--- config.mk ---
export PLATFORM = sky130hd
export DESIGN_NAME = wptr_full
export DESIGN_NICKNAME = d
export VERILOG_FILES = /design/src/rtl/fifo_pkg.sv /design/src/rtl/sync_2ff.sv /design/src/rtl/wptr_full.sv
export SDC_FILE = /design/constraint.sdc
export NUM_CORES = 1
export LEC_CHECK = 0
export ABC_AREA = 1
export BUFFER_PORTS_ARGS = -buffer_cell sky130_fd_sc_hd__buf_4
export CAP_MARGIN = 20
export CORE_MARGIN = 2
export CORE_UTILIZATION = 51
export DETAILED_ROUTE_END_ITERATION = 6
export PLACE_DENSITY_LB_ADDON = 0.15
export REMOVE_ABC_BUFFERS = 1
export SLEW_MARGIN = 20
export SYNTH_ARGS = -nofsm -noshare
export SYNTH_HDL_FRONTEND = slang
export SYNTH_SLANG_ARGS = --single-unit
export TNS_END_PERCENT = 1
--- constraint.sdc ---
create_clock -name w_clk -period 3.3 [get_ports w_clk]
set_input_delay 0.99 -clock w_clk [delete_from_list [all_inputs] [get_ports w_clk]]
set_output_delay 0.99 -clock w_clk [all_outputs]
set_load 0.02 [all_outputs]
--- src/rtl/fifo_pkg.sv ---
// fifo_pkg: shared FIFO pointer width, depth and the bin2gray/gray2bin helpers, which work on zero-extended vectors up to GW bits
package fifo_pkg;
  localparam int PTR_WIDTH = 3;
  localparam int DEPTH = 2 ** PTR_WIDTH;
  localparam int GW = 16;
  function automatic logic [GW-1:0] bin2gray(input logic [GW-1:0] b);
    return b ^ (b >> 1);
  endfunction
  function automatic logic [GW-1:0] gray2bin(input logic [GW-1:0] g);
    logic [GW-1:0] b;
    b[GW-1] = g[GW-1];
    for (int i = GW - 2; i >= 0; i--) b[i] = b[i+1] ^ g[i];
    return b;
  endfunction
endpackage

--- src/rtl/sync_2ff.sv ---
// sync_2ff: W-bit two-flop synchronizer (clk, sync reset rst, async-domain d in, synchronized q out)
module sync_2ff #(
  parameter int W = 4
) (
  input  logic         clk,
  input  logic         rst,
  input  logic [W-1:0] d,
  output logic [W-1:0] q
);
  logic [W-1:0] s1_q, s2_q;
  always_ff @(posedge clk) begin
    if (rst) begin
      s1_q <= '0;
      s2_q <= '0;
    end else begin
      s1_q <= d;
      s2_q <= s1_q;
    end
  end
  assign q = s2_q;
endmodule

--- src/rtl/wptr_full.sv ---
// wptr_full: write-domain pointer/full logic (w_clk, w_rst, w_req, raw g_rptr in; w_en, b_wptr, g_wptr, full, almost_full, w_level, overflow out)
module wptr_full
  import fifo_pkg::*;
#(
  parameter int PTR_WIDTH = fifo_pkg::PTR_WIDTH,
  parameter int AF_LEVEL  = 6
) (
  input  logic               w_clk,
  input  logic               w_rst,
  input  logic               w_req,
  input  logic [PTR_WIDTH:0] g_rptr,
  output logic               w_en,
  output logic [PTR_WIDTH:0] b_wptr,
  output logic [PTR_WIDTH:0] g_wptr,
  output logic               full,
  output logic               almost_full,
  output logic [PTR_WIDTH:0] w_level,
  output logic               overflow
);
  localparam int PW = PTR_WIDTH + 1;
  localparam logic [PW-1:0] AF = PW'(AF_LEVEL);
  logic [PW-1:0] g_rptr_s, b_wptr_d, b_wptr_q, g_wptr_d, g_wptr_q, w_level_d, w_level_q;
  logic full_d, full_q, almost_full_d, almost_full_q, overflow_d, overflow_q;
  sync_2ff #(.W(PW)) u_sync (
    .clk(w_clk),
    .rst(w_rst),
    .d  (g_rptr),
    .q  (g_rptr_s)
  );
  always_comb begin
    w_en = w_req & ~full_q;
    b_wptr_d = b_wptr_q + PW'(w_en);
    g_wptr_d = PW'(bin2gray(GW'(b_wptr_d)));
    full_d = g_wptr_d == {~g_rptr_s[PW-1 -: 2], g_rptr_s[PW-3:0]};
    w_level_d = b_wptr_d - PW'(gray2bin(GW'(g_rptr_s)));
    almost_full_d = w_level_d >= AF;
    overflow_d = overflow_q | (w_req & full_q);
  end
  always_ff @(posedge w_clk) begin
    if (w_rst) begin
      b_wptr_q <= '0;
      g_wptr_q <= '0;
      full_q <= 1'b0;
      almost_full_q <= 1'b0;
      w_level_q <= '0;
      overflow_q <= 1'b0;
    end else begin
      b_wptr_q <= b_wptr_d;
      g_wptr_q <= g_wptr_d;
      full_q <= full_d;
      almost_full_q <= almost_full_d;
      w_level_q <= w_level_d;
      overflow_q <= overflow_d;
    end
  end
  assign b_wptr = b_wptr_q;
  assign g_wptr = g_wptr_q;
  assign full = full_q;
  assign almost_full = almost_full_q;
  assign w_level = w_level_q;
  assign overflow = overflow_q;
endmodule

==> results of run 1 <==
==> area by class of cell <==
class | instances | area share (%)
Sequential cell | 22 | 37.01
Multi-Input combinational cell | 82 | 36.80
Tap cell | 25 | 2.629
Clock buffer | 4 | 3.049
Timing Repair Buffer | 22 | 13.88
Inverter | 21 | 6.625
==> cell usage after synthesis, types with 2 or more instances <==
library cell / count / area (um^2)
sky130_fd_sc_hd__inv_1: 21 / 78.83
sky130_fd_sc_hd__nand3b_1: 2 / 15.01
sky130_fd_sc_hd__nand4_1: 2 / 12.51
sky130_fd_sc_hd__nand3_1: 9 / 45.04
sky130_fd_sc_hd__nor2_1: 22 / 82.58
sky130_fd_sc_hd__dfxtp_1: 22 / 440.4
sky130_fd_sc_hd__xor2_1: 2 / 17.52
sky130_fd_sc_hd__ha_1: 5 / 62.56
sky130_fd_sc_hd__nand2_1: 30 / 112.6
sky130_fd_sc_hd__a21oi_1: 4 / 20.02
==> sequential cells by signal, indices dropped and copies added (netlist names) <==
signal       count
w_level          4
u_sync.q         4
g_wptr           3
b_wptr           4
u_sync.s1_q      4
almost_full      1
full             1
overflow         1
==> final timing paths <==
path                                                 from                endpoint  slack (ps)
worst max-delay path                                w_req  almost_full$_SDFF_PP0_         700
worst min-delay path            u_sync.s1_q[0]$_SDFF_PP0_  u_sync.q[0]$_SDFF_PP0_         410
worst max register to register            full$_SDFF_PP0_  almost_full$_SDFF_PP0_        1150
worst min register to register  u_sync.s1_q[0]$_SDFF_PP0_  u_sync.q[0]$_SDFF_PP0_         410
==> through the flow <==
| step | cell area (um^2) | hold slack (ps) | utilization, % | setup WS [ps] | std cells |
|---|---|---|---|---|---|
| finish | 1190 | 407.1 | 67.45 | 702.7 | 176 |
| floorplan | 957.2 | 388.3 | - | 367.6 | 125 |
| global route | 1190 | 415.2 | 67.45 | 536.6 | 176 |
| CTS | 1190 | 410.8 | 67.45 | 706.2 | 176 |
| global placement | 1154 | 391.3 | 65.39 | 448.8 | 172 |
| detailed placement | 1154 | 394.4 | 65.39 | 377.2 | 172 |
==> cell usage in the layout (no fill, tap or decap) <==
| cell type | synthesis | routed |
|---|---|---|
| sky130_fd_sc_hd__fa_1 | 1 | 1 |
| sky130_fd_sc_hd__nand3b_1 | 2 | 2 |
| sky130_fd_sc_hd__xor2_2 | 1 | 1 |
| sky130_fd_sc_hd__clkbuf_4 | 0 | 3 |
| sky130_fd_sc_hd__a21oi_1 | 4 | 4 |
| sky130_fd_sc_hd__nor2_1 | 22 | 22 |
| sky130_fd_sc_hd__buf_4 | 1 | 22 |
| sky130_fd_sc_hd__nand2_1 | 30 | 30 |
| sky130_fd_sc_hd__nand3_1 | 9 | 9 |
| sky130_fd_sc_hd__o21ai_0 | 1 | 1 |
| sky130_fd_sc_hd__xnor2_2 | 1 | 1 |
| sky130_fd_sc_hd__nor2b_1 | 1 | 1 |
| sky130_fd_sc_hd__clkbuf_8 | 0 | 1 |
| sky130_fd_sc_hd__and2_1 | 1 | 1 |
| sky130_fd_sc_hd__xor2_1 | 2 | 2 |
| sky130_fd_sc_hd__dfxtp_1 | 22 | 22 |
| sky130_fd_sc_hd__inv_1 | 21 | 21 |
| sky130_fd_sc_hd__nand4_1 | 2 | 2 |
| sky130_fd_sc_hd__ha_1 | 5 | 5 |
==> report_power, final <==
group	switching (mW)	leakage, nW	internal (mW)
sequential	0.00942	0.181	0.290
clock	0.0756	0.0210	0.0674
combinational	0.0892	0.419	0.0659
==> kinds of logic (layout without fill, tap and decap cells) <==
kind of cell | count (synthesis) | count (layout) | share of synthesized area, %
compound gates | 5 | 5 | 2.570
xor+xnor | 4 | 4 | 5.143
fa+ha+maj | 6 | 6 | 8.483
buf+inv | 24 | 47 | 9.769
flops | 22 | 22 | 45.24
simple gates | 67 | 67 | 28.79
==> routing by layer <==
layer  global-route usage (%)  vias up
met2                    28.00       27
li1                         -      435
met1                    17.06      359
met4                    11.35        0
met3                    3.396        5
met5                        0        -
==> worst max-delay path: stages <==
cell	delay, ps
sky130_fd_sc_hd__buf_4	80
sky130_fd_sc_hd__inv_1	30
sky130_fd_sc_hd__nor2_1	110
sky130_fd_sc_hd__ha_1	230
sky130_fd_sc_hd__ha_1	210
sky130_fd_sc_hd__inv_1	60
sky130_fd_sc_hd__nand2_1	60
sky130_fd_sc_hd__nand2_1	120
sky130_fd_sc_hd__ha_1	370
sky130_fd_sc_hd__a21oi_1	160
sky130_fd_sc_hd__nor2b_1	140
sky130_fd_sc_hd__nand3_1	80
sky130_fd_sc_hd__nand3_1	100
sky130_fd_sc_hd__nand2_1	50
==> flow_results.xml, run 1 <==
<?xml version="1.0" encoding="UTF-8"?>
<metrics>
  <group name="critical_path">
    <metric name="crit_type" unit="">input port to flip-flop</metric>
    <metric name="arrival" unit="ps">2810</metric>
    <metric name="reg2regPathDepth" unit="">12</metric>
    <metric name="endpoint_kind" unit="">flip-flop</metric>
    <metric name="timing.critical_path.from_type" unit="">input port</metric>
    <metric name="cp_max_fo" unit="">5</metric>
    <metric name="critical_path_required" unit="ps">3510</metric>
  </group>
  <group name="clock_tree">
    <metric name="clock-root-buffer" unit="">sky130_fd_sc_hd__clkbuf_4</metric>
    <metric name="cts_setup_buffers" unit="">0</metric>
    <metric name="cts_inserted_buffers" unit="">3</metric>
    <metric name="ctsHtreeMaxLevel" unit="">1</metric>
    <metric name="clkLatencyLatePin" unit="ps">310</metric>
    <metric name="clock_pin_slew_of_the_registers_on_the_worst_case_setup_and_hold_paths" unit="ps">110</metric>
    <metric name="clock_sink_count" unit="">22</metric>
    <metric name="tritoncts" unit="">done</metric>
    <metric name="clock_tree.buffer_depth" unit="">2</metric>
    <metric name="cts_resized" unit="">0</metric>
    <metric name="cts_hold_buffers" unit="">0</metric>
  </group>
  <group name="sta">
    <metric name="timing_worst_slew_pin_value" unit="ps">221.9</metric>
    <metric name="timing.max_slew.rel_slack" unit="%">85.18</metric>
    <metric name="period_utilization" unit="%">78.71</metric>
    <metric name="timing.final.max_slew_violations" unit="">0</metric>
    <metric name="setup-tns-final" unit="ps">0</metric>
    <metric name="hold_violations" unit="">0</metric>
    <metric name="fin_crit" unit="ps">2597</metric>
    <metric name="maxClockFrequency" unit="MHz">385.0</metric>
    <metric name="rsz0062_at_grt" unit="">no</metric>
    <metric name="setup-violations-final" unit="">0</metric>
    <metric name="clock-skew-final" unit="ps">3.162</metric>
  </group>
  <group name="logic_synthesis">
    <metric name="count_of_flip_flops_with_a_built_in_enable_after_synthesis" unit="">0</metric>
    <metric name="syn-instance-count" unit="">128</metric>
    <metric name="ys_ff_latch" unit="">22</metric>
    <metric name="yosys.cell_types.count" unit="">19</metric>
    <metric name="syn-mean-instance-area" unit="um^2">7.605</metric>
    <metric name="asyncSetResetFlopFracSynth" unit="%">0</metric>
    <metric name="synth-main-ff-cell" unit="">sky130_fd_sc_hd__dfxtp_1</metric>
    <metric name="synth-seq-area-share" unit="%">45.24</metric>
    <metric name="netlist_area" unit="um^2">973.4</metric>
    <metric name="yosysWarnings" unit="">0</metric>
  </group>
  <group name="global_route">
    <metric name="grt_antenna_before_repair" unit="">0</metric>
    <metric name="maximum_number_of_pins_on_one_net_before_global_route_repair" unit="">21</metric>
    <metric name="grt_use_total" unit="%">16.09</metric>
    <metric name="first_pass_grt_wire_length" unit="um">2477</metric>
    <metric name="grt_pass1_vias" unit="">665</metric>
    <metric name="grt_overflow" unit="">0</metric>
  </group>
  <group name="routing">
    <metric name="totalWireLength" unit="um">1627</metric>
    <metric name="post_drt_wl_per_cell" unit="um">9.244</metric>
    <metric name="route.detailed.vias_per_inst" unit="">4.693</metric>
    <metric name="top_layer" unit="">met4</metric>
    <metric name="wl_met1" unit="um">696</metric>
    <metric name="num_vias" unit="">826</metric>
    <metric name="met2_length" unit="um">802</metric>
    <metric name="drtPass1Iterations" unit="">4</metric>
    <metric name="drc" unit="">0</metric>
    <metric name="antenna_left" unit="">0</metric>
    <metric name="route.met3.wl" unit="um">84</metric>
    <metric name="first_iter_violations" unit="">19</metric>
  </group>
  <group name="die">
    <metric name="floorplan.initialDensity" unit="%">55.18</metric>
    <metric name="design.die.area" unit="um^2">2274</metric>
    <metric name="num_rows" unit="">15</metric>
    <metric name="placeableCoreArea" unit="um^2">1764</metric>
    <metric name="die-height" unit="um">47.69</metric>
    <metric name="die_width" unit="um">47.69</metric>
    <metric name="floorplan.io_pins" unit="">23</metric>
  </group>
  <group name="run">
    <metric name="drv_cap" unit="">0</metric>
  </group>
  <group name="final_layout">
    <metric name="multiInputGateArea" unit="um^2">437.9</metric>
    <metric name="share_of_cells_above_drive_strength_1" unit="%">18.54</metric>
    <metric name="syn2layout_area_growth" unit="%">22.24</metric>
    <metric name="seqCellArea" unit="um^2">440.4</metric>
    <metric name="nFillCells" unit="">170</metric>
    <metric name="finish.net_count" unit="">165</metric>
    <metric name="diodes" unit="">0</metric>
  </group>
  <group name="power">
    <metric name="power.static_leakage" unit="nW">0.6214</metric>
    <metric name="vdd_drop_max" unit="V">0.0003412</metric>
    <metric name="finalPower" unit="mW">0.5975</metric>
    <metric name="power-per-cell-area" unit="nW/um^2">502.1</metric>
  </group>
  <group name="placed_design">
    <metric name="port-buffer-count" unit="">22</metric>
    <metric name="hpwlAfterDp" unit="um">1276</metric>
    <metric name="gpl.final_weighted_congestion" unit="">0.8308</metric>
  </group>
  <group name="worst_hold_path">
    <metric name="type_of_the_most_critical_hold_path" unit="">flip-flop to flip-flop</metric>
    <metric name="min_path_cells" unit="">2</metric>
  </group>
  <group name="outcome">
    <metric name="run_status" unit="">finished clean</metric>
  </group>
</metrics>
(Power assumes the default switching activity.)
==> run 2, diff against run 1 <==
--- a/config.mk
+++ b/config.mk
@@ -9,7 +9,7 @@
 export BUFFER_PORTS_ARGS = -buffer_cell sky130_fd_sc_hd__buf_4
 export CAP_MARGIN = 20
 export CORE_MARGIN = 2
-export CORE_UTILIZATION = 51
+export CORE_UTILIZATION = 46
 export DETAILED_ROUTE_END_ITERATION = 6
 export PLACE_DENSITY_LB_ADDON = 0.15
 export REMOVE_ABC_BUFFERS = 1
==> constraint.sdc (replaced) <==
create_clock -name w_clk -period 2.15 [get_ports w_clk]
set_input_delay 0.645 -clock w_clk [delete_from_list [all_inputs] [get_ports w_clk]]
set_output_delay 0.645 -clock w_clk [all_outputs]
set_load 0.02 [all_outputs]
==> run 2 against run 1 <==
Compared with the run above: sequential cell count stayed put; critical path depth is 3 lower; worst setup slack worse by 570 ps; design area is 11% higher; routed wire length is 20% higher; largest cell class is now multi-input gates.
==> flow_results.xml, run 2 (synthesized netlist as in run 1, its figures left out) <==
<?xml version="1.0" encoding="UTF-8"?>
<metrics>
  <group name="routing">
    <metric name="post_drt_wl_per_cell" unit="um">10.36</metric>
    <metric name="route.detailed.vias_per_inst" unit="">4.574</metric>
    <metric name="antenna_left" unit="">0</metric>
    <metric name="num_vias" unit="">860</metric>
    <metric name="totalWireLength" unit="um">1947</metric>
    <metric name="first_iter_violations" unit="">16</metric>
    <metric name="drtPass1Iterations" unit="">4</metric>
    <metric name="drc" unit="">0</metric>
  </group>
  <group name="run">
    <metric name="drv_cap" unit="">0</metric>
  </group>
  <group name="placed_design">
    <metric name="gpl.final_weighted_congestion" unit="">0.8411</metric>
    <metric name="preCtsSetupSlack" unit="ps">-364.7</metric>
    <metric name="port-buffer-count" unit="">22</metric>
    <metric name="hpwlAfterDp" unit="um">1405</metric>
    <metric name="placed_cells" unit="">182</metric>
  </group>
  <group name="sta">
    <metric name="timing.final.max_slew_violations" unit="">0</metric>
    <metric name="setup-tns-final" unit="ps">0</metric>
    <metric name="final_critical_path_setup_slack" unit="ps">130.2</metric>
    <metric name="rsz0062_at_grt" unit="">no</metric>
    <metric name="timing.max_slew.rel_slack" unit="%">84.94</metric>
    <metric name="maxClockFrequency" unit="MHz">495.1</metric>
    <metric name="hold_violations" unit="">0</metric>
    <metric name="timing_worst_slew_pin_value" unit="ps">225.6</metric>
    <metric name="hold_ws" unit="ps">412.0</metric>
    <metric name="period_utilization" unit="%">93.95</metric>
    <metric name="setup-violations-final" unit="">0</metric>
    <metric name="clock-skew-final" unit="ps">2.706</metric>
    <metric name="fin_crit" unit="ps">2020</metric>
  </group>
  <group name="global_route">
    <metric name="grtUsageMet3" unit="%">3.636</metric>
    <metric name="grt_most_used_layer" unit="">met2</metric>
    <metric name="first_pass_grt_wire_length" unit="um">3118</metric>
    <metric name="met2_usage" unit="%">29.39</metric>
    <metric name="grt_pass1_vias" unit="">802</metric>
    <metric name="maximum_number_of_pins_on_one_net_before_global_route_repair" unit="">21</metric>
    <metric name="grt_antenna_before_repair" unit="">0</metric>
    <metric name="grt_use_met1" unit="%">18.79</metric>
    <metric name="grt_use_total" unit="%">16.36</metric>
    <metric name="grt_overflow" unit="">0</metric>
  </group>
  <group name="die">
    <metric name="floorplan.io_pins" unit="">23</metric>
    <metric name="num_rows" unit="">16</metric>
    <metric name="floorplan.initialDensity" unit="%">49.12</metric>
    <metric name="design.die.area" unit="um^2">2500</metric>
    <metric name="die-height" unit="um">50</metric>
    <metric name="die_width" unit="um">50</metric>
    <metric name="placeableCoreArea" unit="um^2">1982</metric>
  </group>
  <group name="final_layout">
    <metric name="share_of_cells_above_drive_strength_1" unit="%">26.71</metric>
    <metric name="seqCellArea" unit="um^2">440.4</metric>
    <metric name="multiInputGateArea" unit="um^2">471.7</metric>
    <metric name="layout.cells.most_common" unit="">sky130_fd_sc_hd__buf_4</metric>
    <metric name="finish.net_count" unit="">175</metric>
    <metric name="diodes" unit="">0</metric>
    <metric name="nFillCells" unit="">174</metric>
    <metric name="syn2layout_area_growth" unit="%">35.35</metric>
    <metric name="final_cells" unit="">188</metric>
    <metric name="mostFrequentLayoutCells" unit="">sky130_fd_sc_hd__buf_4, sky130_fd_sc_hd__nand2_1, sky130_fd_sc_hd__dfxtp_1, sky130_fd_sc_hd__inv_1, sky130_fd_sc_hd__nor2_1</metric>
  </group>
  <group name="worst_hold_path">
    <metric name="type_of_the_most_critical_hold_path" unit="">flip-flop to flip-flop</metric>
  </group>
  <group name="critical_path">
    <metric name="crit_type" unit="">input port to flip-flop</metric>
    <metric name="worstPathCellList" unit="">buf_4 &gt; inv_1 &gt; nor2_2 &gt; ha_2 &gt; inv_1 &gt; ha_1 &gt; fa_1 &gt; xor2_1 &gt; nor2_1 &gt; nand2_1 &gt; nand2_1</metric>
    <metric name="arrival" unit="ps">2290</metric>
    <metric name="critical_path_required" unit="ps">2420</metric>
    <metric name="cp_max_fo" unit="">2</metric>
    <metric name="critical_path.slowest_cell" unit="">sky130_fd_sc_hd__fa_1</metric>
    <metric name="timing.critical_path.from_type" unit="">input port</metric>
    <metric name="endpoint_kind" unit="">flip-flop</metric>
    <metric name="critical_path_s_largest_stage_delay" unit="ps">390</metric>
  </group>
  <group name="clock_tree">
    <metric name="ctsHtreeMaxLevel" unit="">1</metric>
    <metric name="clock-root-buffer" unit="">sky130_fd_sc_hd__clkbuf_4</metric>
    <metric name="clock_pin_slew_of_the_registers_on_the_worst_case_setup_and_hold_paths" unit="ps">120</metric>
    <metric name="clock_sink_count" unit="">22</metric>
    <metric name="tritoncts" unit="">done</metric>
    <metric name="clock_tree.buffer_depth" unit="">2</metric>
    <metric name="cts_inserted_buffers" unit="">3</metric>
    <metric name="clkLatencyLatePin" unit="ps">310</metric>
    <metric name="cts_hold_buffers" unit="">0</metric>
  </group>
  <group name="power">
    <metric name="intPower" unit="mW">0.7694</metric>
    <metric name="p_sw" unit="mW">0.2922</metric>
    <metric name="vdd_drop_max" unit="V">0.0005950</metric>
    <metric name="p_comb_share" unit="%">26.8</metric>
    <metric name="finalPower" unit="mW">1.062</metric>
    <metric name="power_switching_share" unit="%">27.52</metric>
    <metric name="clock_power_share" unit="%">29.8</metric>
    <metric name="power_frac_seq" unit="%">43.4</metric>
    <metric name="power-per-cell-area" unit="nW/um^2">805.8</metric>
    <metric name="power.static_leakage" unit="nW">0.6740</metric>
  </group>
  <group name="outcome">
    <metric name="run_status" unit="">finished clean</metric>
  </group>
</metrics>
-- run 2: cell types whose count changed in the layout (fill, tap and decap cells not counted), sizes merged --
cell    previous run  this run
buf               22        32
clkbuf             4         3
bufinv             0         1
-- run 2: worst max-delay path, delay by kind of cell --
| kind | cells | cell delay (ps) |
|---|---|---|
| xor+xnor | 1 | 150 |
| buf+inv | 3 | 230 |
| fa+ha+maj | 3 | 940 |
| simple gates | 4 | 330 |
-- run 2: path summary, 6_finish.rpt --
kind                                   from                     end  slack, ps  cells past startpoint
hold / removal    u_sync.s1_q[2]$_SDFF_PP0_  u_sync.q[2]$_SDFF_PP0_        410                      2
setup / recovery                      w_req  almost_full$_SDFF_PP0_        130                     11
setup reg to reg     u_sync.q[3]$_SDFF_PP0_  almost_full$_SDFF_PP0_        170                      9
hold reg to reg   u_sync.s1_q[2]$_SDFF_PP0_  u_sync.q[2]$_SDFF_PP0_        410                      2
-- run 2: layout make-up --
type	count	area share [%]
Clock buffer	3	1.709
Multi-Input combinational cell	82	35.80
Clock inverter	1	2.279
Tap cell	27	2.564
Timing Repair Buffer	32	18.23
Sequential cell	22	33.43
Inverter	21	5.983
-- run 2: repair_timing --
item	4_1_cts	5_1_grt
pin swaps	1	2
resized for setup	1	5
gates cloned	0	0
buffers inserted	1	1
setup endpoints to repair	2	2
-- run 2: metal layers --
layer	vias to the layer above	part of all wire, %
met4	0	1.5
li1	452	-
met1	381	43
met2	25	50
met5	-	0
met3	2	4.5
-- run 2: power groups by stage --
stage | combinational (mW) | sequential (mW) | clock, mW
finish | 0.284 | 0.460 | 0.317
global route | 0.320 | 0.465 | 0.341
CTS | 0.273 | 0.460 | 0.323
detailed placement | 0.270 | 0.469 | 0
global placement | 0.263 | 0.468 | 0
floorplan | 0.116 | 0.507 | 0
-- run 2: metrics by stage --
step,util (%),instance area [um^2]
6_report,66.48,1318
3_5_place_dp,61.36,1216
2_1_floorplan,-,957.2
4_1_cts,64.52,1279
5_1_grt,66.48,1318
3_3_place_gp,61.36,1216
==> run 3, diff against run 2 <==
--- a/config.mk
+++ b/config.mk
@@ -16,5 +16,6 @@
 export SLEW_MARGIN = 20
 export SYNTH_ARGS = -nofsm -noshare
 export SYNTH_HDL_FRONTEND = slang
+export SYNTH_HIERARCHICAL = 1
 export SYNTH_SLANG_ARGS = --single-unit
 export TNS_END_PERCENT = 1
==> run 3 against run 2 <==
Compared with the run above: global-route usage is 0.64 points lower; clock power is 44% lower; design area is 4.6% lower; clock skew is 5.0 ps higher; worst setup slack better by 0.61 ps; routed wire length is 10% lower; maximum frequency hardly changed; combinational power is 9.9% lower; synthesized cell count is 0.78% lower; via count is 0.12% lower; sequential power hardly changed; highest routed layer unchanged.
==> flow_results.xml, run 3 <==
<?xml version="1.0" encoding="UTF-8"?>
<metrics>
  <group name="clock_tree">
    <metric name="clkLatencyLatePin" unit="ps">300</metric>
    <metric name="cts_hold_buffers" unit="">0</metric>
    <metric name="clock_pin_slew_of_the_registers_on_the_worst_case_setup_and_hold_paths" unit="ps">110</metric>
    <metric name="clock_tree.buffer_depth" unit="">2</metric>
    <metric name="clock_sink_count" unit="">22</metric>
    <metric name="clock-root-buffer" unit="">sky130_fd_sc_hd__clkbuf_4</metric>
    <metric name="cts_inserted_buffers" unit="">3</metric>
    <metric name="ctsHtreeMaxLevel" unit="">1</metric>
    <metric name="tritoncts" unit="">done</metric>
  </group>
  <group name="final_layout">
    <metric name="nFillCells" unit="">172</metric>
    <metric name="syn2layout_area_growth" unit="%">28.52</metric>
    <metric name="finish.net_count" unit="">172</metric>
    <metric name="share_of_cells_above_drive_strength_1" unit="%">26.11</metric>
    <metric name="mostFrequentLayoutCells" unit="">sky130_fd_sc_hd__buf_4, sky130_fd_sc_hd__nand2_1, sky130_fd_sc_hd__inv_1, sky130_fd_sc_hd__dfxtp_1, sky130_fd_sc_hd__nor2_1</metric>
    <metric name="layout.cells.most_common" unit="">sky130_fd_sc_hd__buf_4</metric>
    <metric name="multiInputGateArea" unit="um^2">445.4</metric>
    <metric name="post-route-util" unit="%">63.45</metric>
    <metric name="diodes" unit="">0</metric>
    <metric name="seqCellArea" unit="um^2">440.4</metric>
    <metric name="finish.instance_area" unit="um^2">1257</metric>
  </group>
  <group name="sta">
    <metric name="setup-violations-final" unit="">0</metric>
    <metric name="timing.final.max_slew_violations" unit="">0</metric>
    <metric name="period_utilization" unit="%">93.92</metric>
    <metric name="hold_ws" unit="ps">404.0</metric>
    <metric name="hold_violations" unit="">0</metric>
    <metric name="timing.max_slew.rel_slack" unit="%">85.58</metric>
    <metric name="timing_worst_slew_pin_value" unit="ps">215.3</metric>
    <metric name="maxClockFrequency" unit="MHz">495.2</metric>
    <metric name="fin_crit" unit="ps">2019</metric>
    <metric name="final_critical_path_setup_slack" unit="ps">130.8</metric>
    <metric name="clock-skew-final" unit="ps">7.707</metric>
  </group>
  <group name="logic_synthesis">
    <metric name="synth_top_cell_area_share" unit="%">45.01</metric>
    <metric name="synth-main-ff-cell" unit="">sky130_fd_sc_hd__dfxtp_1</metric>
    <metric name="count_of_flip_flops_with_a_built_in_enable_after_synthesis" unit="">0</metric>
    <metric name="synth.most_common_cell" unit="">sky130_fd_sc_hd__nand2_1</metric>
    <metric name="syn-mean-instance-area" unit="um^2">7.704</metric>
    <metric name="ys_top_cells_by_count" unit="">sky130_fd_sc_hd__nand2_1, sky130_fd_sc_hd__inv_1, sky130_fd_sc_hd__dfxtp_1</metric>
    <metric name="largest_area_contributor_in_the_netlist" unit="">sky130_fd_sc_hd__dfxtp_1</metric>
    <metric name="syn-instance-count" unit="">127</metric>
    <metric name="synth-seq-area-share" unit="%">45.01</metric>
    <metric name="post_synth_main_area_contributors" unit="">sky130_fd_sc_hd__dfxtp_1, sky130_fd_sc_hd__nand2_1, sky130_fd_sc_hd__inv_1, sky130_fd_sc_hd__nor2_1, sky130_fd_sc_hd__ha_1</metric>
    <metric name="netlist_area" unit="um^2">978.4</metric>
    <metric name="yosys.cell_types.count" unit="">18</metric>
    <metric name="asyncSetResetFlopFracSynth" unit="%">0</metric>
    <metric name="yosysWarnings" unit="">6</metric>
    <metric name="ys_ff_latch" unit="">22</metric>
  </group>
  <group name="power">
    <metric name="power-per-cell-area" unit="nW/um^2">710.2</metric>
    <metric name="power.static_leakage" unit="nW">0.6471</metric>
    <metric name="power_switching_share" unit="%">29.61</metric>
    <metric name="power_frac_seq" unit="%">51.5</metric>
    <metric name="finalPower" unit="mW">0.8930</metric>
    <metric name="p_sw" unit="mW">0.2644</metric>
    <metric name="clock_power_share" unit="%">19.8</metric>
    <metric name="p_comb_share" unit="%">28.7</metric>
    <metric name="intPower" unit="mW">0.6286</metric>
    <metric name="vdd_drop_max" unit="V">0.0005131</metric>
  </group>
  <group name="die">
    <metric name="placeableCoreArea" unit="um^2">1982</metric>
    <metric name="floorplan.initialDensity" unit="%">49.37</metric>
    <metric name="floorplan.io_pins" unit="">23</metric>
    <metric name="num_rows" unit="">16</metric>
    <metric name="design.die.area" unit="um^2">2512</metric>
    <metric name="die-height" unit="um">50.12</metric>
    <metric name="die_width" unit="um">50.12</metric>
  </group>
  <group name="critical_path">
    <metric name="cp_max_fo" unit="">3</metric>
    <metric name="crit_type" unit="">input port to flip-flop</metric>
    <metric name="worst-r2r-setup-slack" unit="ps">180</metric>
    <metric name="worst_r2r_startpoint" unit="">u_sync/q[2]$_SDFF_PP0_</metric>
    <metric name="crit_path_end" unit="">almost_full$_SDFF_PP0_</metric>
    <metric name="reg2regPathDepth" unit="">9</metric>
    <metric name="timing.critical_path.from_type" unit="">input port</metric>
    <metric name="regToRegEndpoint" unit="">almost_full$_SDFF_PP0_</metric>
    <metric name="critical_path.startpoint" unit="">w_req</metric>
    <metric name="arrival" unit="ps">2270</metric>
    <metric name="critical_path_required" unit="ps">2400</metric>
    <metric name="endpoint_kind" unit="">flip-flop</metric>
  </group>
  <group name="worst_hold_path">
    <metric name="type_of_the_most_critical_hold_path" unit="">flip-flop to flip-flop</metric>
  </group>
  <group name="placed_design">
    <metric name="postPlaceCellArea" unit="um^2">1207</metric>
    <metric name="gpl.final_weighted_congestion" unit="">0.7768</metric>
    <metric name="port-buffer-count" unit="">22</metric>
    <metric name="hpwlAfterDp" unit="um">1370</metric>
    <metric name="preCtsSetupSlack" unit="ps">-269.1</metric>
  </group>
  <group name="global_route">
    <metric name="maximum_number_of_pins_on_one_net_before_global_route_repair" unit="">20</metric>
    <metric name="first_pass_grt_wire_length" unit="um">2946</metric>
    <metric name="grt_pass1_vias" unit="">759</metric>
    <metric name="grt_overflow" unit="">0</metric>
    <metric name="grt_antenna_before_repair" unit="">0</metric>
    <metric name="grt_use_total" unit="%">15.72</metric>
  </group>
  <group name="routing">
    <metric name="drc" unit="">0</metric>
    <metric name="post_drt_wl_per_cell" unit="um">9.478</metric>
    <metric name="route.detailed.vias_per_inst" unit="">4.668</metric>
    <metric name="totalWireLength" unit="um">1744</metric>
    <metric name="drtPass1Iterations" unit="">4</metric>
    <metric name="antenna_left" unit="">0</metric>
    <metric name="num_vias" unit="">859</metric>
    <metric name="first_iter_violations" unit="">25</metric>
  </group>
  <group name="run">
    <metric name="drv_cap" unit="">0</metric>
  </group>
  <group name="outcome">
    <metric name="run_status" unit="">finished clean</metric>
  </group>
</metrics>
-- run 3: cell count changes in the layout (fill, tap and decap cells not counted), sizes merged, moves of 2 or more --
cell / previous run / this run
inv: 21 / 24
nand2: 30 / 27
nand3: 9 / 12
nor2: 22 / 19
buf: 32 / 30
nand3b: 2 / 0
-- run 3: power groups by stage --
stage,Combinational [mW],Sequential (mW),Clock [mW]
final,0.256,0.460,0.177
after global routing,0.287,0.464,0.204
after CTS,0.252,0.460,0.188
after detailed placement,0.251,0.470,0
after global placement,0.246,0.468,0
after floorplan,0.107,0.507,0
-- run 3: kinds of logic (layout without fill, tap and decap cells) --
group           count (synthesis)  count (layout)  synth area share [%]
flops                          22              22                 45.01
simple gates                   62              62                 26.86
xor+xnor                        4               4                 5.116
fa+ha+maj                       6               6                 8.440
buf+inv                        27              57                 11.51
compound gates                  6               6                 3.068
-- run 3: worst min-delay path by stage --
stage                                    from                endpoint  cells past startpoint  slack, ps
finish              u_sync/s1_q[1]$_SDFF_PP0_  u_sync/q[1]$_SDFF_PP0_                      2        400
global route        u_sync/s1_q[3]$_SDFF_PP0_  u_sync/q[3]$_SDFF_PP0_                      2        430
global placement    u_sync/s1_q[2]$_SDFF_PP0_  u_sync/q[2]$_SDFF_PP0_                      2        390
detailed placement  u_sync/s1_q[2]$_SDFF_PP0_  u_sync/q[2]$_SDFF_PP0_                      2        400
floorplan           u_sync/s1_q[0]$_SDFF_PP0_  u_sync/q[0]$_SDFF_PP0_                      2        390
CTS                 u_sync/s1_q[2]$_SDFF_PP0_  u_sync/q[2]$_SDFF_PP0_                      2        410
-- run 3: what timing repair did --
action                                  CTS  global route
setup buffers                             0             1
endpoints found under the hold margin     0             0
resized for setup                         0             5
endpoints found under the setup margin    0             2
-- run 3: area by class of cell --
class | count | area share (%)
multi-input combinational | 78 | 35.42
sequential | 22 | 35.02
timing repair buffer | 30 | 17.91
inverter | 24 | 7.164
tap | 27 | 2.687
clock buffer | 3 | 1.791
-- run 3: stage by stage --
stage	cells	setup TNS, ps
after floorplan	124	-1118
after global placement	180	-498.1
after detailed placement	180	-755.7
after CTS	183	0
after global routing	184	-18.91
final	184	0
-- run 3: worst max-delay path, cell delays in order --
cell and delay [ps]:
sky130_fd_sc_hd__buf_4 110, sky130_fd_sc_hd__inv_1 60, sky130_fd_sc_hd__nor2_2 40, sky130_fd_sc_hd__ha_2 170, sky130_fd_sc_hd__ha_2 340, sky130_fd_sc_hd__inv_1 70, sky130_fd_sc_hd__fa_1 450, sky130_fd_sc_hd__xor2_1 150
sky130_fd_sc_hd__nor2_1 110, sky130_fd_sc_hd__nand2_1 60, sky130_fd_sc_hd__nand2_1 60
-- run 3: layer usage --
metal	track usage [%]	up-vias	routed length (um)
met3	3.939	7	116
li1	-	449	-
met2	25.88	33	839
met1	18.03	370	736
met4	9.722	0	51
met5	0	-	0
